===== src/rtl/multi_rate_divider_pkg.sv =====
`default_nettype none
// ============================================================================
// Package  : multi_rate_divider_pkg
// Brief    : Shared mode encoding and default sizing for the rate divider.
// Revision : 1.0 - initial release
// ============================================================================
package multi_rate_divider_pkg;

  typedef enum logic {
    MODE_CONTINUOUS = 1'b0,
    MODE_ONESHOT    = 1'b1
  } mode_e;

  localparam int c_default_width    = 26;
  localparam int c_default_channels = 4;

  // Channel index width never drops below one bit, even for a single channel.
  function automatic int clog2_min1(input int value);
    int bits;
    bits = $clog2(value);
    return (bits < 1) ? 1 : bits;
  endfunction

endpackage
`default_nettype wire


===== src/rtl/multi_rate_divider_channel.sv =====
`default_nettype none
// ============================================================================
// Module   : rate_divider_channel
// Brief    : One programmable down-counter emitting a registered tick per period.
// Revision : 1.0 - initial release
// ============================================================================
module rate_divider_channel
  import multi_rate_divider_pkg::*;
#(
  parameter int WIDTH = c_default_width
) (
  input  logic             clock_in,
  input  logic             clear,
  input  logic             enable,
  input  logic             load_en,
  input  logic [WIDTH-1:0] load_value,
  input  logic             load_oneshot,
  output logic             tick,
  output logic             active
);

  localparam logic [WIDTH-1:0] c_one = WIDTH'(1);

  logic [WIDTH-1:0] r_period;
  logic [WIDTH-1:0] r_count;
  mode_e            r_mode;
  logic             r_active;
  logic             r_tick;

  always_ff @(posedge clock_in) begin
    if (clear) begin
      r_period <= '0;
      r_count  <= '0;
      r_mode   <= MODE_CONTINUOUS;
      r_active <= 1'b0;
      r_tick   <= 1'b0;
    end else if (load_en) begin
      r_period <= load_value;
      r_mode   <= mode_e'(load_oneshot);
      // A zero period parks the channel; count stays at zero rather than wrapping.
      r_count  <= (load_value != '0) ? load_value - c_one : '0;
      r_active <= (load_value != '0);
      r_tick   <= 1'b0;
    end else if (r_active && enable) begin
      if (r_count != '0) begin
        r_count <= r_count - c_one;
        r_tick  <= 1'b0;
      end else begin
        r_tick <= 1'b1;
        if (r_mode == MODE_ONESHOT) begin
          r_active <= 1'b0;
        end else begin
          r_count <= r_period - c_one;
        end
      end
    end else begin
      r_tick <= 1'b0;
    end
  end

  assign tick   = r_tick;
  assign active = r_active;

endmodule
`default_nettype wire


===== src/rtl/multi_rate_divider.sv =====
`default_nettype none
// ============================================================================
// Module   : multi_rate_divider
// Brief    : Bank of independent run-time programmable rate dividers.
// Revision : 1.0 - initial release
// ============================================================================
module multi_rate_divider
  import multi_rate_divider_pkg::*;
#(
  parameter int WIDTH    = c_default_width,
  parameter int CHANNELS = c_default_channels,
  parameter int CH_W     = clog2_min1(c_default_channels)
) (
  input  logic                clock_in,
  input  logic                clear,
  input  logic [CHANNELS-1:0] enable,
  input  logic                load,
  input  logic [CH_W-1:0]     load_ch,
  input  logic [WIDTH-1:0]    load_value,
  input  logic                load_oneshot,
  output logic [CHANNELS-1:0] tick_out,
  output logic [CHANNELS-1:0] ch_active
);

  logic [CHANNELS-1:0] w_load_en;

  // Only indices below CHANNELS can match, so out-of-range targets fall through.
  always_comb begin
    w_load_en = '0;
    for (int i = 0; i < CHANNELS; i++) begin
      w_load_en[i] = load && (load_ch == CH_W'(i));
    end
  end

  for (genvar g = 0; g < CHANNELS; g++) begin : g_channel
    rate_divider_channel #(
      .WIDTH(WIDTH)
    ) u_channel (
      .clock_in    (clock_in),
      .clear       (clear),
      .enable      (enable[g]),
      .load_en     (w_load_en[g]),
      .load_value  (load_value),
      .load_oneshot(load_oneshot),
      .tick        (tick_out[g]),
      .active      (ch_active[g])
    );
  end

endmodule
`default_nettype wire


===== config.mk =====
export PLATFORM = sky130hd
export DESIGN_NAME = multi_rate_divider
export DESIGN_NICKNAME = d
export VERILOG_FILES = /design/src/rtl/multi_rate_divider_pkg.sv /design/src/rtl/multi_rate_divider_channel.sv /design/src/rtl/multi_rate_divider.sv
export SDC_FILE = /design/constraint.sdc
export NUM_CORES = 1
export LEC_CHECK = 0
export BUFFER_PORTS_ARGS = -buffer_cell sky130_fd_sc_hd__buf_2
export CAP_MARGIN = 20
export CELL_PAD_IN_SITES_DETAIL_PLACEMENT = 0
export CELL_PAD_IN_SITES_GLOBAL_PLACEMENT = 1
export CORE_UTILIZATION = 51
export DETAILED_ROUTE_END_ITERATION = 16
export GPL_TIMING_DRIVEN = 0
export HOLD_SLACK_MARGIN = 0.06
export PLACE_DENSITY = 0.91
export SETUP_SLACK_MARGIN = 0.3
export SLEW_MARGIN = 15
export SYNTH_ARGS = -nofsm -noshare
export SYNTH_HDL_FRONTEND = slang
export SYNTH_SLANG_ARGS = --single-unit

===== constraint.sdc =====
create_clock -name clock_in -period 6.1 [get_ports clock_in]
set_clock_uncertainty 0.2 [all_clocks]
set_input_delay 0.305 -clock clock_in [delete_from_list [all_inputs] [get_ports clock_in]]
set_output_delay 0.305 -clock clock_in [all_outputs]
set_load 0.005 [all_outputs]

Word level (Yosys, flattened, before mapping)
Index checks and enable logic that the tools add are counted.

cells by class
  add/sub/neg operators = 9
  multipliers = 0
  div/mod/pow operators = 0
  magnitude comparators = 0
  equality and inequality tests = 11
  shift-type cells = 0
  muxes and demuxes = 37
  bitwise gates (word level) = 4
  reductions and logical operators = 34

operators with widths
  cell                                                                     number
  26-bit two-way mux                                                       17
  26-bit by 1-bit subtractor with 26-bit output, second input constant     9
  26-bit nonzero test                                                      5
  1-bit two-way mux                                                        20
  2-bit nonzero test                                                       8
  3-bit by 2-bit inequality test with 1-bit output, second input constant  4
  3-bit AND reduction                                                      4
  3-bit OR reduction                                                       4
  1-bit logical AND                                                        8
  2-bit by 1-bit inequality test with 1-bit output, second input constant  4
  2-bit AND reduction                                                      4
  2-bit == test, second input constant                                     2
  1-bit NOT                                                                4
  2-bit by 1-bit == test with 1-bit output, second input constant          1
  2-bit logical NOT                                                        1

word-level totals
  flip-flop bits (word level) = 220
  bits in latches = 0
  RAM bits = 0
  ROM bits = 0
  output and inout bits = 8
  word-level logic and storage cells = 115
  memories = 0

Depth between registers and ports, before layout
  depth in word-level cells = 5
  gate-level depth with buffers = 16
  depth with buffers taken out = 12

Hierarchy
From an unflattened synthesis, not the netlist that was laid out.

second synthesis, totals
  cell total of the unflattened synthesis = 2022
  area total of the unflattened synthesis = 15597.5 sq um

modules (own cells, without submodules)
  module                                              instances  cells each  area each (sq um)  seq. area each (sq um)
  rate_divider_channel at g_channel[0].u_channel ...  2          511         3935.0             1101.1
  rate_divider_channel at g_channel[2].u_channel ...  2          498         3844.9             1101.1
  multi_rate_divider                                  1          4           37.5               0.0

Worst setup path before layout
Ideal clock, no wire load.

  path type = register -> register
  start = reg g_channel[0].u_channel.r_count[18]
  end = reg g_channel[0].u_channel.r_count[24]
  arrival time = 3673 ps
  data required time = 5797 ps
  path slack = 2124 ps
  stages on the path, launching flop included = 17
  cell sequence = dfxtp_1 or3_1 buf_2 or4_4 nor3_4 buf_4 buf_4 a21oi_1 ha_1 nor3b_1 nand2b_1 clkbuf_1 nor2_1 o311ai_4 nor4_1 o221a_1 a2111oi_2

on the way
  cells in the longest elaborated chain, start to end = 4
  elaborated cells on any way between the ends = 7

ends and longest elaborated chain
  item                                                                                  line                                                                source
  start: declaration                                                                    multi_rate_divider_channel.sv:25                                    logic [WIDTH-1:0] r_count;
  start signal: assignment                                                              multi_rate_divider_channel.sv:41                                    r_count <= (load_value != '0) ? load_value - c_one : '0;
  start signal: assignment                                                              multi_rate_divider_channel.sv:46                                    r_count <= r_count - c_one;
  start signal: assignment                                                              multi_rate_divider_channel.sv:53                                    r_count <= r_period - c_one;
  26-bit by 1-bit subtractor with 26-bit output or 26-bit nonzero test (tied branches)  multi_rate_divider_channel.sv:46, multi_rate_divider_channel.sv:45
  26-bit two-way mux                                                                    multi_rate_divider_channel.sv:45                                    if (r_count != '0) begin
  26-bit two-way mux                                                                    multi_rate_divider_channel.sv:44                                    end else if (r_active && enable) begin
  26-bit two-way mux                                                                    multi_rate_divider_channel.sv:37                                    end else if (load_en) begin

Several ways; a longest one is shown, not always the timed one. The select of a mux whose other input is x is not followed.
A chain may end at the register's enable or synchronous reset.

Final worst setup path
  start = reg g_channel[1].u_channel.r_count[0]
  end = reg g_channel[1].u_channel.r_count[12]

on the way
  cells in the longest elaborated chain, start to end = 4
  elaborated cells on any way between the ends = 7

ends and longest elaborated chain
  item                                                                                  line
  start: declaration                                                                    multi_rate_divider_channel.sv:25
  start signal: assignment                                                              multi_rate_divider_channel.sv:41
  start signal: assignment                                                              multi_rate_divider_channel.sv:46
  start signal: assignment                                                              multi_rate_divider_channel.sv:53
  26-bit by 1-bit subtractor with 26-bit output or 26-bit nonzero test (tied branches)  multi_rate_divider_channel.sv:46, multi_rate_divider_channel.sv:45
  26-bit two-way mux                                                                    multi_rate_divider_channel.sv:45
  26-bit two-way mux                                                                    multi_rate_divider_channel.sv:44
  26-bit two-way mux                                                                    multi_rate_divider_channel.sv:37

Several ways; a longest one is shown, not always the timed one. The select of a mux whose other input is x is not followed.

==> flow_metrics.tcl <==
set metrics [dict create \
    die_area_um2 28300 \
    ant_nets 0 \
    synth_cell_types 98 \
    post_cts_buffers 0 \
    yosysMostFrequentCell "nand2_1" \
    n_fill_cell 2593 \
    power_frac_comb 0.286 \
    seq_area_um2 4400 \
    synthArstFlopShare 0 \
    num_vias 16545 \
    hold_viol_final 0 \
    p_sw_frac 0.365 \
    yosys-top-cells-area "dfxtp_1 (31%), nand2_1 (9.1%), a21oi_1 (7.5%)" \
    cts_made_buffers 26 \
    clkTransAtPathRegs_ns 0.06 \
    syn_inst 1918 \
    wl_um 61300 \
    worst_pin_slew_ns 1.20 \
    io_pins 44 \
    max_freq_mhz 182 \
    synth_ff_type "dfxtp_1" \
    rsz0062_at_grt "false" \
    ys_seq_area_frac 0.312 \
    area_growth_pct 12.2 \
    viasPerCell 7.00 \
    drive_gt1_frac 0.0910 \
    min_to "g_channel[3].u_channel.r_period[10]" \
    endpoint_kind "flop" \
    synth_warnings 0 \
    clock_latency_ns 0.56 \
    synth_enable_flop_cells 0 \
    firstDrtPassIters 6 \
    total_leakage_power_nw 5.49 \
    syn_area_per_cell_um2 7.35 \
    switchingPower_mw 1.64 \
    clock_path_buffers 3 \
    cp.required_ns 6.29 \
    overflow 0 \
    place_area_um2 14700 \
    reg2reg_to "g_channel[1].u_channel.r_count[12]" \
    ys_ff_latch 220 \
    status "finished, final reports clean" \
    wl_per_cell_um 25.9 \
    cp.arrival_ns 5.70 \
    rrSetupSlack_ns 0.59 \
    grt_antenna_before_repair 2 \
    p_clk_frac 0.359 \
    min_period_over_period 0.902 \
    core-area_um2 27000 \
    slew_viol_final 0 \
    synthTopCellsByCount "nand2_1 (341), dfxtp_1 (220), a21oi_1 (212)" \
    design_area_um2 15800 \
    seq_power_share 0.355 \
    fin_crit_ns 5.51 \
    maxCapViolCount 0 \
    hold_class "input port to flop" \
    drc 0 \
    rr_startpoint "g_channel[1].u_channel.r_count[0]" \
    ir_worst_vdd_uv 237 \
    relSlewSlack 0.200 \
    worstHoldStart "load_value[10]" \
    power.total_mw 4.51 \
    synth_area_leader_cell "dfxtp_1" \
    min_path_cells 3 \
    worst_setup_path_start_kind "flop" \
    synth_top_area_share 0.312 \
    track_usage 0.427 \
    finalSetupViolations 0 \
    die_w_um 168 \
    gp_congestion 1.02 \
    cts_tree "built" \
    cts_htree_levels 1 \
    intPower_mw 2.86 \
    start_util 0.522 \
    tns_ns 0 \
    powerDensity_nw_per_um2 285 \
    cts_sinks 220 \
    root_buffer "clkbuf_16" \
    die_h_um 168 \
    std_cell_rows 60 \
    drtIter0Drc 2584 \
    hpwl_um 43000 \
    syn_area_um2 14100 \
    criticalPathCategory "flop to flop" \
    grt_max_degree 15 \
    grt_pass1_wl_um 92300 \
    multi_input_area_um2 8970 \
    synth_nets 1959 \
    finalNetCount 2042 \
    io_buffer_count 27 \
    worstRegToRegCells 15 \
    grt_pass1_vias 15229 \
    cp_max_fo 10 \
]
[worst max-delay path, stage by stage, from the launching register on]
cell and delay, ns:
dfxtp_1 0.35, nor4_1 0.86, nand4_1 0.56, nor2_1 0.33, buf_2 0.32, buf_2 0.33
buf_2 0.35, a21oi_1 0.12, ha_1 0.23, nor3b_1 0.22, nand3_1 0.30, nor4_4 0.11
o21ai_0 0.54, o22ai_1 0.15, a211oi_1 0.28, nor4_1 0.08
[per-layer routing]
layer	wire length, um	global-route usage	part of all wire
met4	4040	0.250	0.066
met3	6890	0.0792	0.11
met1	24400	0.553	0.40
met5	12	0	0.00020
met2	26000	0.662	0.42
[sequential cells by signal, summed over array words and instances, names as in the netlist]
name,flops
g_channel.u_channel.r_period,104
g_channel.u_channel.tick,4
g_channel.u_channel.r_count,104
g_channel.u_channel.active,4
g_channel.u_channel.r_mode,4
[final cells by class]
class,count,area share
Multi-Input combinational cell,1535,0.567
Antenna cell,1,0.000158
Sequential cell,220,0.278
Clock buffer,37,0.0489
Inverter,14,0.00332
Timing Repair Buffer,55,0.0259
Clock inverter,11,0.00640
Tap cell,341,0.0270
Buffer,149,0.0430
[power groups by stage]
stage / combinational, mW / clock (mW) / sequential (mW)
final: 1.29 / 1.62 / 1.60
after global routing: 1.38 / 1.67 / 1.61
after CTS: 1.24 / 1.61 / 1.59
after detailed placement: 1.22 / 0 / 1.62
after global placement: 1.21 / 0 / 1.62
after floorplan: 0.876 / 0 / 1.59
[cells in the final DEF, fill, tap and decap left out, drive strengths merged, types with 16 or more instances in the layout]
| cell | count |
|---|---|
| nand2b | 18 |
| and3 | 16 |
| nor4 | 45 |
| o21ai | 87 |
| o22ai | 33 |
| a21o | 17 |
| or3 | 27 |
| a211oi | 34 |
| nor3 | 86 |
| a31oi | 38 |
| inv | 16 |
| nand2 | 342 |
| a21oi | 213 |
| buf | 83 |
| dlygate4sd3 | 25 |
| or4 | 44 |
| nor2 | 152 |
| mux2i | 26 |
| clkbuf | 133 |
| a22oi | 20 |
| nand3 | 43 |
| dfxtp | 220 |
[timing repair]
action                                  CTS  global route
resized for setup                         0             0
hold buffers                             25             0
endpoints found under the hold margin    90             0
endpoints found under the setup margin    0             0
[kinds of logic (layout without fill, tap and decap cells)]
logic type      after synthesis  after routing  synth area share
other cells                   0              1                 0
mux                          28             28            0.0209
buf+inv                     163            266            0.0520
flops                       220            220             0.312
simple gates                854            854             0.301
xor+xnor                     24             24            0.0149
compound gates              624            624             0.294
fa+ha+maj                     5              5           0.00444
[worst max path at each step]
stage | end | from | cells after the start | slack, ns
2_1_floorplan | g_channel[0].u_channel.r_count[24] | g_channel[0].u_channel.r_count[18] | 16 | 2.12
3_3_place_gp | g_channel[1].u_channel.r_count[12] | g_channel[1].u_channel.r_count[10] | 16 | 0.84
3_5_place_dp | g_channel[1].u_channel.r_count[12] | g_channel[1].u_channel.r_count[0] | 15 | 0.90
4_1_cts | g_channel[1].u_channel.r_count[12] | g_channel[1].u_channel.r_count[10] | 16 | 0.88
5_1_grt | g_channel[1].u_channel.r_count[12] | g_channel[1].u_channel.r_count[10] | 16 | 0.33
6_report | g_channel[1].u_channel.r_count[12] | g_channel[1].u_channel.r_count[0] | 15 | 0.59
[through the flow]
step                 util  setup slack, ns  hold slack [ns]  std cells
floorplan               -             2.12            0.239       1918
global placement    0.543            0.840            0.261       2286
detailed placement  0.543            0.900            0.263       2287
CTS                 0.585            0.882           0.0734       2360
global route        0.586            0.328            0.110       2363
finish              0.586            0.595           0.0966       2363
Note: power is estimated with default switching activity, not from simulation.
